`src/rtl/eth_tx_arb_pkg.sv`:
```
// Shared types and helpers for the Ethernet transmit stream arbiter.
// Holds the arbiter state encoding and a channel-count-generic round-robin picker.
package eth_tx_arb_pkg;

  // Arbiter FSM states; DROP is only ever entered when ETH_TX_ARB_MAXLEN_EN is defined
  typedef enum logic [1:0] {
    IDLE = 2'd0,
    FWD  = 2'd1,
    DROP = 2'd2
  } arbState_e;

  // Upper bound on channels the round-robin helper can search
  localparam int RR_MAX_CH = 64;

  // Returns the first requesting channel after ptr (wrapping modulo numCh).
  // Callers only use the result when at least one request is present.
  function automatic int rrNextGrant(input logic [RR_MAX_CH-1:0] req,
                                     input int numCh,
                                     input int ptr);
    logic found;
    int   idx;
    int   pick;
    found = 1'b0;
    pick  = 0;
    idx   = 0;
    for (int k = 1; k <= RR_MAX_CH; k++) begin
      if (k <= numCh) begin
        idx = (ptr + k) % numCh;
        if (!found && req[idx[5:0]]) begin
          found = 1'b1;
          pick  = idx;
        end
      end
    end
    return pick;
  endfunction

endpackage

```
`src/rtl/axis_skid_buf.sv`:
```
// Two-entry AXI-Stream register slice: registered output plus one skid entry,
// giving full throughput while fully decoupling the upstream ready path.
module axis_skid_buf #(
  parameter int WIDTH = 35
) (
  input  logic             aclk,
  input  logic             aresetn,
  input  logic             inValid_i,
  output logic             inReady_o,
  input  logic [WIDTH-1:0] inData_i,
  output logic             outValid_o,
  input  logic             outReady_i,
  output logic [WIDTH-1:0] outData_o
);

  logic             outValid_q;
  logic [WIDTH-1:0] outData_q;
  logic             skidValid_q;
  logic [WIDTH-1:0] skidData_q;
  logic             push;
  logic             pop;

  // Upstream may only push while the skid entry is empty, i.e. the slice is not full
  assign inReady_o  = !skidValid_q;
  assign push       = inValid_i && !skidValid_q;
  assign pop        = outValid_q && outReady_i;
  assign outValid_o = outValid_q;
  assign outData_o  = outData_q;

  // Output entry refills from the skid entry first so beat order is preserved
  always_ff @(posedge aclk or negedge aresetn) begin
    if (!aresetn) begin
      outValid_q  <= 1'b0;
      outData_q   <= '0;
      skidValid_q <= 1'b0;
      skidData_q  <= '0;
    end else if (skidValid_q) begin
      if (pop) begin
        outData_q   <= skidData_q;
        skidValid_q <= 1'b0;
      end
    end else if (push) begin
      if (!outValid_q || pop) begin
        outValid_q <= 1'b1;
        outData_q  <= inData_i;
      end else begin
        skidValid_q <= 1'b1;
        skidData_q  <= inData_i;
      end
    end else if (pop) begin
      outValid_q <= 1'b0;
    end
  end

endmodule

```
`src/rtl/eth_tx_stream_arb.sv`:
```
// Frame-level round-robin arbiter merging NUM_CH AXI-Stream sources onto one
// stream with source id and a registered skid output stage.
// Optional max-frame-length truncation: define ETH_TX_ARB_MAXLEN_EN.
module eth_tx_stream_arb
  import eth_tx_arb_pkg::*;
#(
  parameter int NUM_CH    = 4,
  parameter int DATA_W    = 32,
  parameter int MAX_WORDS = 512,
  localparam int CH_W     = $clog2(NUM_CH)
) (
  input  logic                     aclk,
  input  logic                     aresetn,
  input  logic [NUM_CH*DATA_W-1:0] s_axis_tdata,
  input  logic [NUM_CH-1:0]        s_axis_tvalid,
  input  logic [NUM_CH-1:0]        s_axis_tlast,
  output logic [NUM_CH-1:0]        s_axis_tready,
  output logic [DATA_W-1:0]        m_axis_tdata,
  output logic                     m_axis_tvalid,
  output logic                     m_axis_tlast,
  output logic [CH_W-1:0]          m_axis_tid,
  input  logic                     m_axis_tready,
  output logic                     trunc_pulse
);

  localparam int SKID_W = DATA_W + CH_W + 1;

  arbState_e              state_q, state_d;
  logic [CH_W-1:0]        grant_q, grant_d;
  logic [CH_W-1:0]        rrPtr_q, rrPtr_d;
  logic [RR_MAX_CH-1:0]   reqExt;
  logic                   grantValid;
  logic                   grantLast;
  logic [DATA_W-1:0]      grantData;
  logic                   lastOut;
  logic                   skidInValid;
  logic                   skidInReady;
  logic [SKID_W-1:0]      skidInData;
  logic [SKID_W-1:0]      skidOutData;

`ifdef ETH_TX_ARB_MAXLEN_EN
  localparam int CNT_W = $clog2(MAX_WORDS + 1);
  logic [CNT_W-1:0] beatCnt_q, beatCnt_d;
  logic             trunc_q, trunc_d;
`endif

  // Widen the request vector to the helper's fixed search width
  always_comb begin
    reqExt = '0;
    reqExt[NUM_CH-1:0] = s_axis_tvalid;
  end

  assign grantValid = s_axis_tvalid[grant_q];
  assign grantLast  = s_axis_tlast[grant_q];
  assign grantData  = s_axis_tdata[grant_q*DATA_W +: DATA_W];
  assign skidInData = {grant_q, lastOut, grantData};

  // Arbitration, forwarding handshake and optional truncation decisions
  always_comb begin
    state_d       = state_q;
    grant_d       = grant_q;
    rrPtr_d       = rrPtr_q;
    s_axis_tready = '0;
    skidInValid   = 1'b0;
    lastOut       = grantLast;
`ifdef ETH_TX_ARB_MAXLEN_EN
    beatCnt_d     = beatCnt_q;
    trunc_d       = 1'b0;
`endif
    case (state_q)
      IDLE: begin
        if (|s_axis_tvalid) begin
          grant_d = CH_W'(rrNextGrant(reqExt, NUM_CH, int'(rrPtr_q)));
          rrPtr_d = CH_W'(rrNextGrant(reqExt, NUM_CH, int'(rrPtr_q)));
          state_d = FWD;
`ifdef ETH_TX_ARB_MAXLEN_EN
          beatCnt_d = '0;
`endif
        end
      end
      FWD: begin
        s_axis_tready[grant_q] = skidInReady;
        skidInValid            = grantValid;
        if (grantValid && skidInReady) begin
`ifdef ETH_TX_ARB_MAXLEN_EN
          beatCnt_d = beatCnt_q + CNT_W'(1);
          if (grantLast) begin
            state_d = IDLE;
          end else if (beatCnt_q == CNT_W'(MAX_WORDS - 1)) begin
            lastOut = 1'b1;
            trunc_d = 1'b1;
            state_d = DROP;
          end
`else
          if (grantLast) begin
            state_d = IDLE;
          end
`endif
        end
      end
      DROP: begin
`ifdef ETH_TX_ARB_MAXLEN_EN
        s_axis_tready[grant_q] = 1'b1;
        if (grantValid && grantLast) begin
          state_d = IDLE;
        end
`else
        state_d = IDLE;
`endif
      end
      default: state_d = IDLE;
    endcase
  end

  // State, grant and round-robin pointer; pointer resets to the last channel so ch0 wins first
  always_ff @(posedge aclk or negedge aresetn) begin
    if (!aresetn) begin
      state_q <= IDLE;
      grant_q <= '0;
      rrPtr_q <= CH_W'(NUM_CH - 1);
    end else begin
      state_q <= state_d;
      grant_q <= grant_d;
      rrPtr_q <= rrPtr_d;
    end
  end

`ifdef ETH_TX_ARB_MAXLEN_EN
  // Beat counter and truncation pulse, registered to line up with the forced-tlast beat
  always_ff @(posedge aclk or negedge aresetn) begin
    if (!aresetn) begin
      beatCnt_q <= '0;
      trunc_q   <= 1'b0;
    end else begin
      beatCnt_q <= beatCnt_d;
      trunc_q   <= trunc_d;
    end
  end
  assign trunc_pulse = trunc_q;
`else
  assign trunc_pulse = 1'b0;
`endif

  axis_skid_buf #(
    .WIDTH(SKID_W)
  ) u_skid (
    .aclk      (aclk),
    .aresetn   (aresetn),
    .inValid_i (skidInValid),
    .inReady_o (skidInReady),
    .inData_i  (skidInData),
    .outValid_o(m_axis_tvalid),
    .outReady_i(m_axis_tready),
    .outData_o (skidOutData)
  );

  assign {m_axis_tid, m_axis_tlast, m_axis_tdata} = skidOutData;

endmodule

```
`config.mk`:
```
export PLATFORM = sky130hd
export DESIGN_NAME = eth_tx_stream_arb
export DESIGN_NICKNAME = d
export VERILOG_FILES = /design/src/rtl/eth_tx_arb_pkg.sv /design/src/rtl/axis_skid_buf.sv /design/src/rtl/eth_tx_stream_arb.sv
export SDC_FILE = /design/constraint.sdc
export NUM_CORES = 1
export LEC_CHECK = 0
export ABC_AREA = 1
export BUFFER_PORTS_ARGS = -buffer_cell sky130_fd_sc_hd__clkbuf_2
export CAP_MARGIN = 0
export CORE_ASPECT_RATIO = 0.75
export CORE_MARGIN = 2
export CORE_UTILIZATION = 55
export CTS_BUF_LIST = sky130_fd_sc_hd__clkbuf_8
export DETAILED_ROUTE_END_ITERATION = 8
export PLACE_DENSITY = 0.89
export SLEW_MARGIN = 15
export SYNTH_ARGS = -nofsm -noshare
export SYNTH_HDL_FRONTEND = slang
export SYNTH_HIERARCHICAL = 1
export SYNTH_SLANG_ARGS = --single-unit
```
`constraint.sdc`:
```
create_clock -name aclk -period 5.3 [get_ports aclk]
set_input_delay 0.53 -clock aclk [delete_from_list [all_inputs] [get_ports aclk]]
set_output_delay 0.53 -clock aclk [all_outputs]
set_load 0.05 [all_outputs]
```
==> qor.yml <==
viasPerCell: 5.64
area_delta_synth_final_pct: 22.6
p_per_area_nw_per_um2: 664
grt_usage_pct: 30.8
grt_max_degree: 78
slew_headroom_pct: 22.1
skew_ps: 9.11
design.core.area_um2: 7950
cts.sinks: 77
r2r_cells: 10
worstPathCellList: "nand2_1 > inv_2 > nand2_1 > o2111ai_1 > and2_1 > nand2_2 > inv_2 > nand2_2 > nand2_1 > nand2_1"
status: "finished clean"
antenna_found_initial: 0
synthCells: 642
report.final.hold_viol_count: 0
port_buffers: 178
critPathArrivalTime_ps: 3390
grt_first_pass_wirelength_um: 22100
clk_latency_ps: 360
cts_hold_buf: 0
drc_errors: 0
layout.nets: 933
post-place-ws_ps: 2230
ff2ff_setup_slack_ps: 2160
globalplace.congestion: 0.821
io_pins: 180
finalSetupTns_ps: 0
yosysTopAreaCellShare_pct: 41.2
cp-start-kind: "flip-flop"
tightest_slew_ps: 1170
die_area_um2: 9040
ys_seq_area_share_pct: 42.3
clk_path_buf_depth: 2
wl_per_cell_um: 15.2
grt_pass1_vias: 4925
avgSynthCellArea_um2: 7.10
rr_endpoint: "u_skid/skidData_q[6]"
critPathMaxFanout: 36
wirelength_um: 13700
timing.rr.start: "grant_q[1]"
critPathTopFamily: "simple AND/OR/NAND/NOR gates"
numCtsBuffers: 9
place_area_um2: 5380
hold_class: "input pin to async pin"
numPlacedInstances: 888
fin_ws_ps: 2160
timing.final.crit_share_pct: 59.3
hpwl_um: 9550
diodes: 0
crit_slowest_cell: "nand2_2"
cts_tree: "done"
row_count: 28
dieWidth_um: 109
ant_nets: 0
cp.required_ps: 5540
fillCellCount: 671
critical_path_buf_inv_count: 2
synth.largest_area_cell: "dfrtp_1"
ir_drop_uv: 372
drtPass1Iterations: 6
dr.first_iter.drc_count: 551
path_class: "flip-flop to flip-flop"
setup_viol: 0
final_cells: 904
ys_types: 27
yosys_warnings: 6
path_clk_slew_ps: 80
ys_ff_latch: 77
initial_utilization_pct: 57.3
syn_nets: 781
vias: 5103
setup.worst_path.end_class: "flip-flop"
final_area_um2: 5590
min_period_ps: 3140
path_common_cell: "nand2_1"
report.final.slew_viol_count: 0
cts_resized: 0
syn_area_um2: 4560
cap_violations: 0
cpPeakStageDelay_ps: 570
root_buffer: "clkbuf_8"
htree_levels: 3
rsz0062_at_grt: "false"
ys_top_cells_by_area: "dfrtp_1 41%, nand2_1 27%, nand3_1 9.6%, a22oi_1 9.1%, buf_2 3.5%"
overflow: 0
max_freq_mhz: 318
cts_setup_buffers: 0
die_y_um: 82.8
drive_above_1_share_pct: 28.3
p_leak_nw: 3.28
synth_stat cells:
library cell and instances:
a41oi_1 1, buf_1 1, nor2_2 2, nand3_1 87, nor3_1 2, nand2_1 332
buf_4 2, o21ai_2 1, dfrtp_1 75, buf_2 32, clkbuf_1 1, conb_1 1
and2_1 1, o21ai_0 1, inv_2 7, nand4_1 4, nor2_4 2, nor2_1 3
nand2_4 4, o21bai_2 1, dfstp_2 2, inv_1 9, a22oi_1 55, o2111ai_1 1
o21ai_1 1, nand2_2 10, buf_6 4
worst register-to-register path, delay by kind of cell (launching register included):
kind                   cells  cell delay (ps)
AO/OA/AOI/OAI              1              120
buffers and inverters      2             1000
flip-flops                 1              510
AND/OR/NAND/NOR            7             1410
layout make-up:
class	instances	area [um^2]	area share [%]
Timing Repair Buffer	181	916	16.4
Tap cell	105	131	2.35
Inverter	16	60.1	1.07
Clock buffer	11	151	2.71
Clock inverter	5	58.8	1.05
Multi-Input combinational cell	509	2340	41.9
Sequential cell	77	1930	34.5
how the worst max path moves through the flow:
stage | from | to | slack (ps) | cells past startpoint
floorplan | u_skid/skidValid_q | s_axis_tready[0] | 2920 | 4
global placement | grant_q[1] | u_skid/skidData_q[28] | 2470 | 10
detailed placement | grant_q[1] | u_skid/skidData_q[6] | 2230 | 10
CTS | grant_q[1] | u_skid/skidData_q[6] | 2220 | 10
global route | grant_q[1] | u_skid/skidData_q[28] | 1890 | 10
finish | grant_q[1] | u_skid/skidData_q[6] | 2160 | 10
stage by stage:
stage          hold WS (ps)  total power, mW  utilization [%]
3_5_place_dp            459             3.21             67.6
6_report                320             3.71             70.3
4_1_cts                 341             3.69             70.3
3_3_place_gp            454             3.12             67.6
5_1_grt                 385             3.97             70.3
2_1_floorplan           234             2.73                -
per-layer routing:
| layer | up-vias | routed length [um] | GRT usage (%) |
|---|---|---|---|
| li1 | 2410 | - | - |
| met1 | 2378 | 5590 | 40.2 |
| met2 | 277 | 6570 | 49.5 |
| met3 | 38 | 1180 | 7.14 |
| met4 | 0 | 389 | 12.2 |
| met5 | - | 0 | 0 |
sequential cells by signal, summed over array words and instances, names as in the netlist:
register            cells
u_skid/skidValid_q      1
u_skid/outValid_o       1
u_skid/skidData_q      35
rrPtr_q                 2
state_q                 1
u_skid/outData_o       35
grant_q                 2
where the power goes:
part	internal (mW)	switching, mW	leakage [nW]
clock	0.243	0.223	0.102
sequential	0.850	0.172	0.975
combinational	0.586	1.63	2.21
total	1.68	2.03	3.28
placed cells by master (no fill, tap or decap), types with 2 or more instances in the layout:
cell type   synthesis  final
a22oi_1            55     55
buf_4               2      4
clkbuf_2            0    177
clkbuf_8            0     11
clkinvlp_4          0      2
dfrtp_1            75     75
dfstp_2             2      2
inv_1               9      9
inv_2               7      7
nand2_1           332    332
nand2_2            10     10
nand2_4             4      4
nand3_1            87     87
nand4_1             4      4
nor2_1              3      3
nor2_2              2      2
nor2_4              2      2
nor3_1              2      2
cell families after synthesis:
group | count (synthesis) | synth area share, %
buffers and inverters | 56 | 6.31
AOI/OAI and AO/OA | 61 | 10.1
and+or+nand+nor | 447 | 41.2
DFF | 77 | 42.3
other | 1 | 0.0823
Note: power is estimated with default switching activity, not from simulation.
